## config.mk

```make
export PLATFORM = sky130hd
export DESIGN_NAME = adder_share_arbiter
export DESIGN_NICKNAME = d
export VERILOG_FILES = /design/src/rtl/adder_share_arbiter.sv
export SDC_FILE = /design/constraint.sdc
export NUM_CORES = 1
export LEC_CHECK = 0
export BUFFER_PORTS_ARGS = -buffer_cell sky130_fd_sc_hd__buf_2
export CORE_MARGIN = 4
export CORE_UTILIZATION = 47
export DETAILED_ROUTE_END_ITERATION = 10
export GPL_TIMING_DRIVEN = 0
export MAX_ROUTING_LAYER = met4
export PLACE_DENSITY_LB_ADDON = 0.12
export RECOVER_POWER = 50
export SLEW_MARGIN = 20
export SYNTH_ARGS = -nofsm -noshare
export SYNTH_HDL_FRONTEND = slang
export SYNTH_SLANG_ARGS = --single-unit
```

## constraint.sdc

```tcl
create_clock -name clk -period 2.4 [get_ports clk]
set_clock_uncertainty 0.1 [all_clocks]
set_input_delay 0.24 -clock clk [delete_from_list [all_inputs] [get_ports clk]]
set_output_delay 0.24 -clock clk [all_outputs]
set_load 0.02 [all_outputs]
```

## src/rtl/adder_share_arbiter.sv

```systemverilog
// adder_share_arbiter
//   Round-robin scheduler that shares one external combinational adder between
//   two requesters. Each accepted request's operands are registered onto the
//   adder bus. After ADD_LAT settle cycles the sum is captured and returned
//   with the requester index.
//
// Optional feature macro: ADDER_ERR_MON_EN
//   When defined, each captured sum is compared against an exact sum, and the
//   block keeps error statistics (err_cnt, err_max). When undefined, both
//   statistics are tied to zero and err_clr is ignored.
//
// Ports
//   clk, rst_n            clock, asynchronous active-low reset
//   req_valid/req_ready   per-requester operand handshake (2 bits)
//   req_a, req_b          packed operands, requester i at [i*W +: W]
//   add_a, add_b          registered operands to the external adder
//   add_sum               external adder result (W+1 bits)
//   res_valid/res_ready   result handshake
//   res_sum, res_id       captured sum and its requester index
//   err_clr               synchronous clear of the error statistics
//   err_cnt, err_max      inexact-result count (saturating), max |error|
module adder_share_arbiter #(
  parameter int unsigned W       = 16,
  parameter int unsigned ADD_LAT = 1
) (
  input  logic           clk,
  input  logic           rst_n,
  input  logic [1:0]     req_valid,
  output logic [1:0]     req_ready,
  input  logic [2*W-1:0] req_a,
  input  logic [2*W-1:0] req_b,
  output logic [W-1:0]   add_a,
  output logic [W-1:0]   add_b,
  input  logic [W:0]     add_sum,
  output logic           res_valid,
  input  logic           res_ready,
  output logic [W:0]     res_sum,
  output logic           res_id,
  input  logic           err_clr,
  output logic [15:0]    err_cnt,
  output logic [W:0]     err_max
);

  typedef enum logic [1:0] {StIdle, StIssue, StResp} state_e;

  localparam logic [3:0] LatInit = 4'(ADD_LAT);

  state_e         state_q, state_d;
  logic           last_q;
  logic           id_q;
  logic [3:0]     cnt_q;
  logic [W-1:0]   add_a_q, add_b_q;
  logic           res_valid_q;
  logic [W:0]     res_sum_q;
  logic           res_id_q;

  logic           grant_en;
  logic           gnt_id;
  logic           accept;
  logic           capture;

  // Grant window: idle, or the cycle the current result is being consumed.
  assign grant_en = (state_q == StIdle) || ((state_q == StResp) && res_ready);

  always_comb begin
    gnt_id = 1'b0;
    if (req_valid == 2'b10) begin
      gnt_id = 1'b1;
    end else if (req_valid == 2'b11) begin
      gnt_id = ~last_q;
    end
  end

  assign accept  = grant_en && (req_valid != 2'b00);
  assign capture = (state_q == StIssue) && (cnt_q == 4'd1);

  // Gated by rst_n so no grant is advertised while reset is asserted.
  assign req_ready = (accept && rst_n) ? (2'b01 << gnt_id) : 2'b00;

  always_comb begin
    state_d = state_q;
    unique case (state_q)
      StIdle:  if (accept) state_d = StIssue;
      StIssue: if (capture) state_d = StResp;
      StResp:  if (res_ready) state_d = accept ? StIssue : StIdle;
      default: state_d = StIdle;
    endcase
  end

  always_ff @(posedge clk or negedge rst_n) begin
    if (!rst_n) begin
      state_q     <= StIdle;
      last_q      <= 1'b1;
      id_q        <= 1'b0;
      cnt_q       <= '0;
      add_a_q     <= '0;
      add_b_q     <= '0;
      res_valid_q <= 1'b0;
      res_sum_q   <= '0;
      res_id_q    <= 1'b0;
    end else begin
      state_q <= state_d;
      if (accept) begin
        add_a_q <= gnt_id ? req_a[2*W-1:W] : req_a[W-1:0];
        add_b_q <= gnt_id ? req_b[2*W-1:W] : req_b[W-1:0];
        last_q  <= gnt_id;
        id_q    <= gnt_id;
        cnt_q   <= LatInit;
      end else if (state_q == StIssue) begin
        cnt_q <= cnt_q - 4'd1;
      end
      if (capture) begin
        res_sum_q   <= add_sum;
        res_id_q    <= id_q;
        res_valid_q <= 1'b1;
      end else if ((state_q == StResp) && res_ready) begin
        res_valid_q <= 1'b0;
      end
    end
  end

  assign add_a     = add_a_q;
  assign add_b     = add_b_q;
  assign res_valid = res_valid_q;
  assign res_sum   = res_sum_q;
  assign res_id    = res_id_q;

`ifdef ADDER_ERR_MON_EN
  logic [W:0]  exact;
  logic [W:0]  err_abs;
  logic [15:0] err_cnt_q;
  logic [W:0]  err_max_q;

  always_comb begin
    exact   = {1'b0, add_a_q} + {1'b0, add_b_q};
    err_abs = (exact >= add_sum) ? (exact - add_sum) : (add_sum - exact);
  end

  always_ff @(posedge clk or negedge rst_n) begin
    if (!rst_n) begin
      err_cnt_q <= '0;
      err_max_q <= '0;
    end else if (err_clr) begin
      // Clear takes priority over a same-cycle capture.
      err_cnt_q <= '0;
      err_max_q <= '0;
    end else if (capture) begin
      if ((err_abs != '0) && (err_cnt_q != 16'hFFFF)) begin
        err_cnt_q <= err_cnt_q + 16'd1;
      end
      if (err_abs > err_max_q) begin
        err_max_q <= err_abs;
      end
    end
  end

  assign err_cnt = err_cnt_q;
  assign err_max = err_max_q;
`else
  logic unused_err_clr;
  assign unused_err_clr = err_clr;
  assign err_cnt        = '0;
  assign err_max        = '0;
`endif

endmodule

```

==> flow_summary.ini, run 1 <==
[status]
status = finished, final reports clean

[synthesis]
synth_area_leaders = dfrtp_1 (50%), a2bb2oi_1 (9.6%), o32ai_1 (9.6%)
synth_flop_cell = dfrtp_1
yosysTopAreaCellShare_pct = 49.8
synth-edff-count = 0
avgSynthCellArea_sq_um = 12.5
synth_cell_types = 35
synth_seq_cells = 59
synth_warnings = 0
ys_seq_area_share_pct = 50.7
synth.most_common_cell = dfrtp_1
synth_common_cells = dfrtp_1 (58), buf_4 (36), a2bb2oi_1 (32), o32ai_1 (32)
syn_area_sq_um = 2910
netlist_instances = 234
asyncSetResetFlopFracSynth_pct = 100
synth_area_leader_cell = dfrtp_1

[power_and_ir_drop]
powerDensity_nw_per_um2 = 1400
power.leakage_nw = 2.01
power_switching_mw = 2.20
p_sw_share_pct = 38.4
clockPowerShare_pct = 21.3
seqPwrFrac_pct = 31.2
vdd_drop_max_v = 0.000879
power.internal_mw = 3.53
p_total_mw = 5.72
combPwrFrac_pct = 47.5

[worst_hold_path]
hold_path_class = in2reg
holdCritStartpoint = add_sum[0]

[critical_path]
crit_type = reg2out
crit_path_frequent_cell = buf_2
cp_max_fo = 10
crit_arrival_ns = 1.74
reg2reg_depth = 4
cp_cell_sequence = a21bo_2, buf_2, buf_2, and3_1, buf_2
cpLargestDelayFamily = buffers and inverters
cp-end-kind = output port
cp-start-kind = register
startpoint = last_q
crit_required_ns = 2.06
worst-r2r-setup-slack_ns = 0.63
rr_endpoint = add_a[4]
timing.rr.start = state_q[0]
slowest_stage = dfstp_2
path_buf_inv = 3
critPathMaxStageDelay_ns = 0.54
path_depth = 5
crit_end = req_ready[0]

[sta]
hold_viol_final = 0
post-route-period-util_pct = 86.8
setup-tns-final_ns = 0
drv_slew = 0
rsz0062_at_grt = no
max_freq_ghz = 0.480
fin_crit_ns = 2.08
tightest_slew_ns = 0.533
setup_viol = 0
finalHoldWorstSlack_ns = 0.0399
max_slew_margin_pct = 64.5
worst_slack_ns = 0.316

[routing]
drt_iter0_markers = 88
ant_nets = 0
viasPerCell = 4.93
drc = 0
wire_per_inst_microns = 14.9
via_count = 2444
dr.pass1.iters = 4
drt_wl_total_mm = 7.37

[clocking]
cts-buffers-inserted = 9
postCtsSetupBuffers = 0
clk_pin_slew_ns = 0.07
cts_tree = built
htree_levels = 3
cts-root-buf = clkbuf_8
clkLatencyLatePin_ns = 0.32
clockBufferDepth = 2
cts_sinks = 59

[global_routing]
grt_pass1_wl_mm = 11.5
grt_pass1_vias = 2425
antenna_found_initial = 0
overflow = 0
track_usage_pct = 20.1
grt_start_max_net_pins = 62

[placed_design]
hpwl_mm = 5.55
gp_congestion = 0.773
place_ws_ns = 0.642
portBuffers = 138

[final_layout]
nets = 505
post-route-util_pct = 68.4
ff_latch_area_sq_um = 1480
multi_input_area_sq_um = 1190
syn_to_final_growth_pct = 39.9
diodes = 0
final_layout_size_suffix_gt1_share_pct = 47.5
num-fill-cells = 485

[floorplanning]
die_x_microns = 86.7
rows = 28
ios = 173
start_util_pct = 48.9
dieHeight_microns = 86.7
dieArea_sq_um = 7520
core-area_sq_um = 5960

[job]
max_cap_viol_count = 0
cell usage in the layout, fill, tap and decap left out, types with 2 or more instances in the layout:
cell	Yosys	final
a21oi_1	3	3
a2bb2oi_1	32	32
buf_2	10	121
buf_4	36	36
buf_6	1	2
bufinv_16	0	4
clkbuf_1	6	32
clkbuf_8	0	10
conb_1	1	33
dfrtp_1	58	58
ha_1	2	2
inv_1	3	3
mux2_2	10	10
mux2_4	9	9
nand2b_1	2	2
nor2_1	5	5
nor2b_1	2	2
o31ai_1	3	3
o32ai_1	32	32
or3_1	2	2
logic make-up after synthesis:
logic type                 count (synthesis)  share of synthesized area (%)
and+or+nand+nor                           19                           4.68
muxes                                     19                           8.50
buffers and inverters                     57                           12.7
AOI/OAI and AO/OA                         75                           21.9
DFF                                       59                           50.7
xor gates and xnor gates                   2                          0.601
other                                      1                          0.129
adders and majority gates                  2                          0.859
state kept, by name (all words and copies together) (netlist names):
register,count
add_b,16
cnt_q,4
id_q,1
res_id,1
last_q,1
state_q,2
add_a,16
res_valid,1
res_sum,17
power by group through the flow:
stage | clock network (mW) | logic, mW | registers [mW]
2_1_floorplan | 0 | 1.46 | 2.29
3_3_place_gp | 0 | 2.74 | 1.77
3_5_place_dp | 0 | 2.81 | 1.77
4_1_cts | 1.25 | 2.80 | 1.78
5_1_grt | 1.29 | 2.90 | 1.85
6_report | 1.22 | 2.72 | 1.79
final cells by class:
cell class | instances | share of cell area, %
Sequential cell | 59 | 36.2
Multi-Input combinational cell | 150 | 29.1
Tap cell | 75 | 2.30
Clock buffer | 10 | 3.38
Clock inverter | 6 | 3.35
Timing Repair Buffer | 139 | 16.5
Inverter | 4 | 0.368
Buffer | 53 | 8.69
stage by stage:
| step | instances | cell area [sq um] |
|---|---|---|
| finish | 496 | 4080 |
| CTS | 496 | 4110 |
| detailed placement | 479 | 3820 |
| floorplan | 266 | 3030 |
| global route | 496 | 4080 |
| global placement | 479 | 3820 |
timing repair:
item | 4_1_cts | 5_1_grt
resized for setup | 0 | 1
endpoints found under the setup margin | 0 | 1
endpoints found under the hold margin | 58 | 0
hold buffers | 1 | 0
worst min-delay path by stage:
| stage | to | slack, ns | depth (start not counted) |
|---|---|---|---|
| after floorplan | add_a[0] | -0.16 | 0 |
| after CTS | res_sum[0] | 0.02 | 2 |
| after detailed placement | add_a[10] | 0.26 | 1 |
| final | res_sum[0] | 0.04 | 2 |
| after global placement | res_sum[8] | 0.37 | 2 |
| after global routing | res_sum[2] | 0.03 | 2 |
layer usage:
metal	track usage (%)	part of all wire (%)	wire (microns)
met5	-	0	0
met3	4.75	8.4	616
met1	23.3	40	2960
met4	7.79	1.8	130
met2	33.7	50	3660
(Power assumes the default switching activity.)
==> inputs of run 2 (changes only) <==
- ABC_AREA: not set -> 1
- CORE_UTILIZATION: 47 -> 48
==> flow_summary.ini, run 2 <==
[status]
status = finished, final reports clean

[global_routing]
overflow = 0
grt_pass1_vias = 2689
grt_start_max_net_pins = 61
antenna_found_initial = 0
track_usage_pct = 20.6
grt_pass1_wl_mm = 12.0

[synthesis]
synth_warnings = 0
synth_area_leader_cell = dfrtp_1
avgSynthCellArea_sq_um = 7.60
yosysTopAreaCellShare_pct = 46.1
ys_seq_area_share_pct = 46.9
synth_area_leaders = dfrtp_1 (46%), nand2_1 (23%), buf_4 (8.8%)
synth_flop_cell = dfrtp_1
synth-edff-count = 0
synth_seq_cells = 59
synth.most_common_cell = nand2_1
synth_cell_types = 24
asyncSetResetFlopFracSynth_pct = 100
netlist_instances = 414
synth_common_cells = nand2_1 (197), dfrtp_1 (58), buf_4 (37)
syn_area_sq_um = 3150

[final_layout]
finalNonFillerCells = 677
layout_commonest_cell = nand2_1
mostFrequentLayoutCells = nand2_1 (197), buf_2 (118), dfrtp_1 (58), buf_4 (37), nand3_1 (35)
final_layout_size_suffix_gt1_share_pct = 31.7
num-fill-cells = 573
postLayoutCellArea_sq_um = 4200
diodes = 0
largest_reg_flops = 17
syn_to_final_growth_pct = 33.5
nets = 685

[clocking]
clk_pin_slew_ns = 0.07
postCtsSetupBuffers = 0
htree_levels = 3
clockBufferDepth = 2
cts-root-buf = clkbuf_8
cts_sinks = 59
clkLatencyLatePin_ns = 0.33
cts_tree = built
cts-buffers-inserted = 9

[power_and_ir_drop]
p_total_mw = 4.92
power_switching_mw = 2.23
p_sw_share_pct = 45.3
power.internal_mw = 2.69
vdd_drop_max_v = 0.000658
seqPwrFrac_pct = 35.3
clockPowerShare_pct = 15.4
powerDensity_nw_per_um2 = 1170
combPwrFrac_pct = 49.3
power.leakage_nw = 2.58

[sta]
setup-tns-final_ns = 0
fin_crit_ns = 2.20
max_freq_ghz = 0.455
finalHoldWorstSlack_ns = 0.0367
rsz0062_at_grt = no
setup_viol = 0
drv_slew = 0
tightest_slew_ns = 0.532
hold_viol_final = 0
post-route-period-util_pct = 91.5
max_slew_margin_pct = 64.5

[placed_design]
hpwl_mm = 5.83
placed_cells = 660
placed_cell_area_sq_um = 4050
gp_congestion = 0.812
portBuffers = 137

[worst_hold_path]
hold_path_class = in2reg

[routing]
drt_wl_total_mm = 7.73
ant_nets = 0
drc = 0
viasPerCell = 4.46
wire_per_inst_microns = 11.4
dr.pass1.iters = 4
drt_iter0_markers = 117
via_count = 3021

[floorplanning]
ios = 173
start_util_pct = 49.6
rows = 29
dieHeight_microns = 89.0
die_x_microns = 89.0
core-area_sq_um = 6350
dieArea_sq_um = 7920

[critical_path]
crit_required_ns = 2.06
cp-end-kind = output port
cp_max_fo = 10
crit_type = reg2out
crit_arrival_ns = 1.86
cp-start-kind = register
worst-r2r-setup-slack_ns = 0.86

[job]
max_cap_viol_count = 0
run 2: changes by cell type in the layout (fill, tap and decap cells not counted), moves of 9 or more:
cell,before,now
a2bb2oi_1,32,0
inv_1,3,28
mux2_2,10,0
mux2_4,9,0
nand2_1,1,197
nand3_1,0,35
o21ai_2,0,10
o32ai_1,32,0
run 2: final timing paths:
path                              from           end  cells past startpoint
setup / recovery                last_q  req_ready[0]                      6
hold / removal             add_sum[11]   res_sum[11]                      3
setup reg to reg                last_q          id_q                      6
hold reg to reg                 last_q        last_q                      2
max in group asynchronous        rst_n        last_q                      2
min in group asynchronous        rst_n   res_sum[13]                      2
run 2: layout make-up:
cell class,count,area (sq um),area share [%]
Buffer,54,392,9.32
Clock buffer,12,145,3.45
Clock inverter,3,15.0,0.357
Inverter,30,113,2.68
Multi-Input combinational cell,303,1290,30.6
Sequential cell,59,1480,35.1
Tap cell,77,96.3,2.29
Timing Repair Buffer,139,679,16.2
run 2: stage by stage:
stage               setup slack [ns]  util, %
finish                         0.204     66.2
detailed placement             0.537     63.8
global placement               0.219     63.8
global route                  0.0240     66.2
floorplan                      0.565        -
CTS                            0.117     66.7
run 2: kinds of logic after synthesis:
group | Yosys count | synth area share (%)
other cells | 1 | 0.119
compound gates | 21 | 4.61
buf+inv | 84 | 16.0
flops | 59 | 46.9
simple gates | 247 | 31.5
fa+ha+maj | 2 | 0.795
run 2: critical path, stage by stage (launching register included):
cell     delay (ns)
dfstp_2        0.53
nand2_1        0.13
nand2_1        0.19
buf_2          0.25
inv_1          0.08
nor3_1         0.15
buf_2          0.20
run 2: what timing repair did:
action,CTS,global route
gates resized for setup,0,1
hold buffers,2,0
setup endpoints to repair,0,1
endpoints found under the hold margin,59,0
run 2: power groups by stage:
stage / Combinational [mW] / Clock, mW / Sequential (mW)
after detailed placement: 2.51 / 0 / 1.73
after floorplan: 1.21 / 0 / 2.22
after global routing: 2.72 / 0.829 / 1.80
after CTS: 2.51 / 0.779 / 1.72
after global placement: 2.46 / 0 / 1.72
final: 2.42 / 0.758 / 1.73
run 2: routing by layer:
layer | wire (microns) | GRT usage, %
met5 | 0 | -
met2 | 3460 | 31.1
met4 | 180 | 9.34
met1 | 3210 | 24.6
met3 | 885 | 7.83
